--- src/rtl/cipher_lock_pkg.sv ---
// Shared types and constants for the cipher lock controller and its timer.
package cipher_lock_pkg;

  localparam int unsigned DIGIT_W = 4;

  localparam logic [DIGIT_W-1:0] KEY_CLEAR     = 4'hC;
  localparam logic [DIGIT_W-1:0] KEY_MAX_DIGIT = 4'd9;

  typedef enum logic [2:0] {
    ST_IDLE,
    ST_SET,
    ST_LOCKED,
    ST_VERIFY,
    ST_OPEN,
    ST_ALARM
  } state_e;

  function automatic logic is_digit(input logic [DIGIT_W-1:0] code);
    return code <= KEY_MAX_DIGIT;
  endfunction

endpackage

--- src/rtl/lock_timer.sv ---
// Loadable down-counter shared by the alarm lockout and the auto-relock window.
module lock_timer #(
  parameter int unsigned WIDTH = 8
) (
  input  logic             clk,
  input  logic             rst,
  input  logic             load,
  input  logic [WIDTH-1:0] load_value,
  output logic [WIDTH-1:0] value,
  output logic             expired
);

  logic [WIDTH-1:0] value_q, value_d;
  logic             expired_q, expired_d;

  always_comb begin
    value_d = value_q;
    if (load) begin
      value_d = load_value;
    end else if (value_q != '0) begin
      value_d = value_q - WIDTH'(1);
    end
    expired_d = (value_d == '0);
  end

  always_ff @(posedge clk or posedge rst) begin
    if (rst) begin
      value_q   <= '0;
      expired_q <= 1'b1;
    end else begin
      value_q   <= value_d;
      expired_q <= expired_d;
    end
  end

  assign value   = value_q;
  assign expired = expired_q;

endmodule

--- src/rtl/cipher_lock_ctrl.sv ---
// Keypad cipher lock: password set/verify, failure counting, timed lockout and
// optional auto-relock. All status outputs are registered.
module cipher_lock_ctrl
  import cipher_lock_pkg::*;
#(
  parameter int unsigned PWD_LEN            = 4,
  parameter int unsigned MAX_FAIL           = 3,
  parameter int unsigned LOCKOUT_CYCLES     = 100000000,
  parameter int unsigned AUTO_RELOCK_CYCLES = 0
) (
  input  logic                         clk,
  input  logic                         rst,
  input  logic                         encrypt,
  input  logic                         decrypt,
  input  logic                         ascertain,
  input  logic                         key_valid,
  input  logic [DIGIT_W-1:0]           key_code,
  output logic                         locked,
  output logic                         unlocked,
  output logic                         alarm,
  output logic [2:0]                   fail_times,
  output logic [MAX_FAIL-1:0]          fail_therm,
  output logic [3:0]                   entry_count,
  output logic [DIGIT_W*PWD_LEN-1:0]   entry_digits
);

  localparam int unsigned ENTRY_W      = DIGIT_W * PWD_LEN;
  localparam int unsigned TIMER_MAX    = (LOCKOUT_CYCLES > AUTO_RELOCK_CYCLES) ?
                                         LOCKOUT_CYCLES : AUTO_RELOCK_CYCLES;
  localparam int unsigned TIMER_W      = $clog2(TIMER_MAX + 1);
  localparam int unsigned LOCKOUT_LOAD = LOCKOUT_CYCLES - 1;
  localparam int unsigned RELOCK_LOAD  = (AUTO_RELOCK_CYCLES == 0) ? 0 : AUTO_RELOCK_CYCLES - 1;
  localparam bit          RELOCK_EN    = (AUTO_RELOCK_CYCLES != 0);

  state_e               state_q, state_d;
  logic [ENTRY_W-1:0]   pwd_q, pwd_d;
  logic [ENTRY_W-1:0]   buf_q, buf_d;
  logic [3:0]           cnt_q, cnt_d;
  logic [2:0]           fail_q, fail_d;
  logic                 locked_q, locked_d;
  logic                 unlocked_q, unlocked_d;
  logic                 alarm_q, alarm_d;
  logic [MAX_FAIL-1:0]  therm_q, therm_d;

  logic                 timer_load;
  logic [TIMER_W-1:0]   timer_load_value;
  logic [TIMER_W-1:0]   timer_value;
  logic                 timer_expired;

  logic                 any_cmd;
  logic                 entry_full;
  logic                 entry_en;
  logic [2:0]           fail_inc;

  assign any_cmd    = encrypt | decrypt | ascertain;
  assign entry_full = (cnt_q == 4'(PWD_LEN));
  assign fail_inc   = fail_q + 3'd1;

  lock_timer #(
    .WIDTH(TIMER_W)
  ) u_timer (
    .clk       (clk),
    .rst       (rst),
    .load      (timer_load),
    .load_value(timer_load_value),
    .value     (timer_value),
    .expired   (timer_expired)
  );

  // Next state; a command pulse (even one ignored in this state) masks key_valid.
  always_comb begin
    state_d          = state_q;
    pwd_d            = pwd_q;
    buf_d            = buf_q;
    cnt_d            = cnt_q;
    fail_d           = fail_q;
    timer_load       = 1'b0;
    timer_load_value = '0;
    entry_en         = 1'b0;

    unique case (state_q)
      ST_IDLE: begin
        if (!ascertain && encrypt) begin
          state_d = ST_SET;
          buf_d   = '0;
          cnt_d   = '0;
        end
      end
      ST_SET: begin
        if (ascertain) begin
          if (entry_full) begin
            pwd_d   = buf_q;
            buf_d   = '0;
            cnt_d   = '0;
            fail_d  = '0;
            state_d = ST_LOCKED;
          end
        end else if (!any_cmd) begin
          entry_en = 1'b1;
        end
      end
      ST_LOCKED: begin
        if (!ascertain && !encrypt && decrypt) begin
          state_d = ST_VERIFY;
          buf_d   = '0;
          cnt_d   = '0;
        end
      end
      ST_VERIFY: begin
        if (ascertain) begin
          buf_d = '0;
          cnt_d = '0;
          if (entry_full && (buf_q == pwd_q)) begin
            state_d = ST_OPEN;
            fail_d  = '0;
            if (RELOCK_EN) begin
              timer_load       = 1'b1;
              timer_load_value = TIMER_W'(RELOCK_LOAD);
            end
          end else begin
            fail_d = fail_inc;
            if (fail_inc == 3'(MAX_FAIL)) begin
              state_d          = ST_ALARM;
              timer_load       = 1'b1;
              timer_load_value = TIMER_W'(LOCKOUT_LOAD);
            end else begin
              state_d = ST_LOCKED;
            end
          end
        end else if (!any_cmd) begin
          entry_en = 1'b1;
        end
      end
      ST_OPEN: begin
        if (ascertain) begin
          state_d = ST_LOCKED;
        end else if (encrypt) begin
          state_d = ST_SET;
          buf_d   = '0;
          cnt_d   = '0;
        end else if (RELOCK_EN) begin
          // Any activity restarts the relock window.
          if (decrypt || key_valid) begin
            timer_load       = 1'b1;
            timer_load_value = TIMER_W'(RELOCK_LOAD);
          end else if (timer_value == '0) begin
            state_d = ST_LOCKED;
          end
        end
      end
      ST_ALARM: begin
        if (timer_expired) begin
          state_d = ST_LOCKED;
          fail_d  = '0;
        end
      end
      default: begin
        state_d = ST_IDLE;
      end
    endcase

    if (entry_en && key_valid) begin
      if (key_code == KEY_CLEAR) begin
        buf_d = '0;
        cnt_d = '0;
      end else if (is_digit(key_code) && !entry_full) begin
        buf_d = (buf_q << DIGIT_W) | ENTRY_W'(key_code);
        cnt_d = cnt_q + 4'd1;
      end
    end

    locked_d   = (state_d == ST_LOCKED) || (state_d == ST_VERIFY) || (state_d == ST_ALARM);
    unlocked_d = (state_d == ST_OPEN);
    alarm_d    = (state_d == ST_ALARM);
    therm_d    = '0;
    for (int unsigned i = 0; i < MAX_FAIL; i++) begin
      therm_d[i] = (fail_d > 3'(i));
    end
  end

  always_ff @(posedge clk or posedge rst) begin
    if (rst) begin
      state_q    <= ST_IDLE;
      pwd_q      <= '0;
      buf_q      <= '0;
      cnt_q      <= '0;
      fail_q     <= '0;
      locked_q   <= 1'b0;
      unlocked_q <= 1'b0;
      alarm_q    <= 1'b0;
      therm_q    <= '0;
    end else begin
      state_q    <= state_d;
      pwd_q      <= pwd_d;
      buf_q      <= buf_d;
      cnt_q      <= cnt_d;
      fail_q     <= fail_d;
      locked_q   <= locked_d;
      unlocked_q <= unlocked_d;
      alarm_q    <= alarm_d;
      therm_q    <= therm_d;
    end
  end

  assign locked       = locked_q;
  assign unlocked     = unlocked_q;
  assign alarm        = alarm_q;
  assign fail_times   = fail_q;
  assign fail_therm   = therm_q;
  assign entry_count  = cnt_q;
  assign entry_digits = buf_q;

endmodule
--- config.mk ---
export PLATFORM = sky130hd
export DESIGN_NAME = cipher_lock_ctrl
export DESIGN_NICKNAME = d
export VERILOG_FILES = /design/src/rtl/cipher_lock_pkg.sv /design/src/rtl/lock_timer.sv /design/src/rtl/cipher_lock_ctrl.sv
export SDC_FILE = /design/constraint.sdc
export NUM_CORES = 1
export LEC_CHECK = 0
export ABC_AREA = 1
export ABC_CLOCK_PERIOD_IN_PS = 7100
export CORE_ASPECT_RATIO = 0.6
export CORE_UTILIZATION = 45
export DETAILED_ROUTE_END_ITERATION = 6
export SYNTH_ARGS = -nofsm -noshare
export SYNTH_HDL_FRONTEND = slang
export SYNTH_SLANG_ARGS = --single-unit
export TNS_END_PERCENT = 5
--- constraint.sdc ---
create_clock -name clk -period 7.1 [get_ports clk]
set_clock_uncertainty 0.1 [all_clocks]
set_input_delay 1.42 -clock clk [delete_from_list [all_inputs] [get_ports clk]]
set_output_delay 1.42 -clock clk [all_outputs]
set_load 0.01 [all_outputs]
==> metrics.txt <==
fin crit period=3353 ps; post-CTS sizing=0; DP HPWL=8645 um; vias=4,092; drt wl/cell=14.69 um; fmax=298.2 MHz; Crit. End Element=flop; status=finished clean; Layout area overhead=16.13%; worst-skew pair later-pin latency=340 ps; Final Hold Fails=0; Filler Cell Count=894; Syn Inst Count=616; Inst Count DP=771; Crit path arrival time=3480 ps; area of the multi-input gates=2243 um^2; Post-CTS Hold Buffers=0; Power per Cell Area=281.7 nW/um^2; Max Cap Viol=0; IO Count=39; worst min-delay path class=flop to flop; final wirelength=11,560 um; Mapped Nets=632; DRC viols=0; cell row count=27; Worst EP required=7220 ps; RSZ-0062 raised after global routing=no; clk buf depth=2; drt pass-1 iters=4; yosys warns=0; Antenna Cells=0; final setup vio count=0; Crit Path Max Fanout=25; Congestion Overflow GR=0; share of cells above drive strength 1=11.57%; fin. max-slew vios=0; Vias/cell=5.199; Num CTS Buffers=9; peak supply drop=138.3 uV; register area=1903 um^2; port bufs=38; drt initial violations=395; final setup TNS=0 ps; clk sinks=76; #FFs+latches synth=76; Global Route Usage Sum=24.04%; Finished Layout Cells=787; Netlist cell types=39; sequential-to-total area share from yosys stat=41.85%; Die Wd=131.8 um; leakage=0.002557 uW; H-tree Lvls=3; setup bufs post-CTS=0; slew margin rel.=35.11%; period utilization=47.23%; post-route ant nets=0; initial antenna violation count=0; final net count=668; synthesized area=4547 um^2; die area=10,520 um^2; CTS tree=yes; startpoint types=input port; Die Ht=79.86 um; CTS clk-pin slew, worst paths=60 ps; post-layout util=55.62%; Tightest Pin Transition=973.3 ps; first-pass GRT wire length=19,130 um; largest net degree at the start of global routing=77; critical path class=input port to flop; Core Region=9493 um^2; Mean Syn Cell Area=7.381 um^2; root buf cell=clkbuf_16; vias in the first global route=3,574; Starting Density=47.90%; placer congestion estimate=0.8899
## worst max-delay path, cell delays in order
cell	delay (ps)
clkdlybuf4s50_1	550
nor2_1	210
nand4_1	280
inv_2	140
nand2_2	190
inv_2	380
nand3_1	120
o211ai_1	110
nor2_1	60
## where the power goes
part | total, uW | internal (uW) | switching, uW
Combinational | 489 | 178 | 311
Clock | 416 | 243 | 173
Sequential | 581 | 501 | 80.0
## placed cells by master (no fill, tap or decap), drive strengths merged, types with 11 or more instances in the layout
cell,count
xnor2,12
nand2,186
clkbuf,11
nor2,97
o21ai,27
dfrtp,75
clkdlybuf4s50,38
inv,82
a21oi,23
nand4,14
nand3,35
a211oi,13
## logic make-up (layout without fill, tap and decap cells)
kind of cell               after synthesis  in the layout  share of synthesized area (%)
buffers and inverters                   97            138                          8.806
adders and majority gates                6              6                          1.651
AOI/OAI and AO/OA                       66             66                          8.366
muxes                                    6              6                          1.486
xor gates and xnor gates                18             18                          3.467
and+or+nand+nor                        347            347                          34.37
DFF                                     76             76                          41.85
## through the flow
stage	total power (uW)	area, um^2	hold WS (ps)	setup WS, ps
global route	1594	5280	442.0	3503
detailed placement	1071	5010	418.3	3459
global placement	1065	5010	413.2	3430
CTS	1493	5280	430.8	3794
floorplan	919.1	4547	402.4	3643
finish	1487	5280	433.0	3747
## sequential cells by signal (all words and copies together) (netlist names)
| signal | cells |
|---|---|
| u_timer.expired | 1 |
| unlocked | 1 |
| locked | 1 |
| entry_count | 4 |
| alarm | 1 |
| entry_digits | 16 |
| u_timer.value | 27 |
| fail_times | 3 |
| pwd_q | 16 |
| state_q | 3 |
| fail_therm | 3 |
## layout make-up
type | instances | share of cell area, %
inverter | 83 | 5.924
sequential | 76 | 36.04
multi-input combinational | 443 | 42.49
clock buffer | 11 | 4.597
timing repair buffer | 39 | 7.346
tap | 130 | 3.081
clock inverter | 5 | 0.5213
## per-layer routing
layer	share of wire [%]	track usage (%)	vias up	wire [um]
met5	0	0	-	0
met4	0.72	4.535	0	83
met3	9.4	6.921	10	1083
met2	36	30.11	183	4125
met1	54	38.85	1874	6266
li1	-	-	2025	-
## cells in the mapped netlist, drive strengths merged
master / instances / area share (%)
a21oi: 23 / 2.5
buf: 12 / 1.8
nor2: 97 / 9.3
xor2: 6 / 1.2
nor3b: 1 / 0.17
a211oi: 13 / 2.3
o211ai: 2 / 0.44
inv: 83 / 6.9
or2: 1 / 0.14
and3: 1 / 0.14
xnor2: 12 / 2.3
o31ai: 1 / 0.17
clkbuf: 2 / 0.17
nand2: 186 / 16
mux2: 6 / 1.5
nand3: 35 / 4.3
ha: 6 / 1.7
nand4: 14 / 2.4
o21ai: 27 / 3.0
and2: 1 / 0.14
nor3: 8 / 1.4
nand3b: 3 / 0.50
dfrtp: 75 / 41
dfstp: 1 / 0.58
## final timing paths
kind                                     start           endpoint  slack (ps)  cells past startpoint
min in group asynchronous                  rst  u_timer.value[23]        1590                      3
worst max register to register  entry_count[0]    u_timer.expired        4630                     12
worst min-delay path                  pwd_q[8]           pwd_q[8]         430                      1
worst max-delay path                 ascertain     entry_count[2]        3750                      9
worst min register to register        pwd_q[8]           pwd_q[8]         430                      1
max in group asynchronous                  rst    entry_digits[0]        4660                      3
Power figures use the tool's default switching activity.
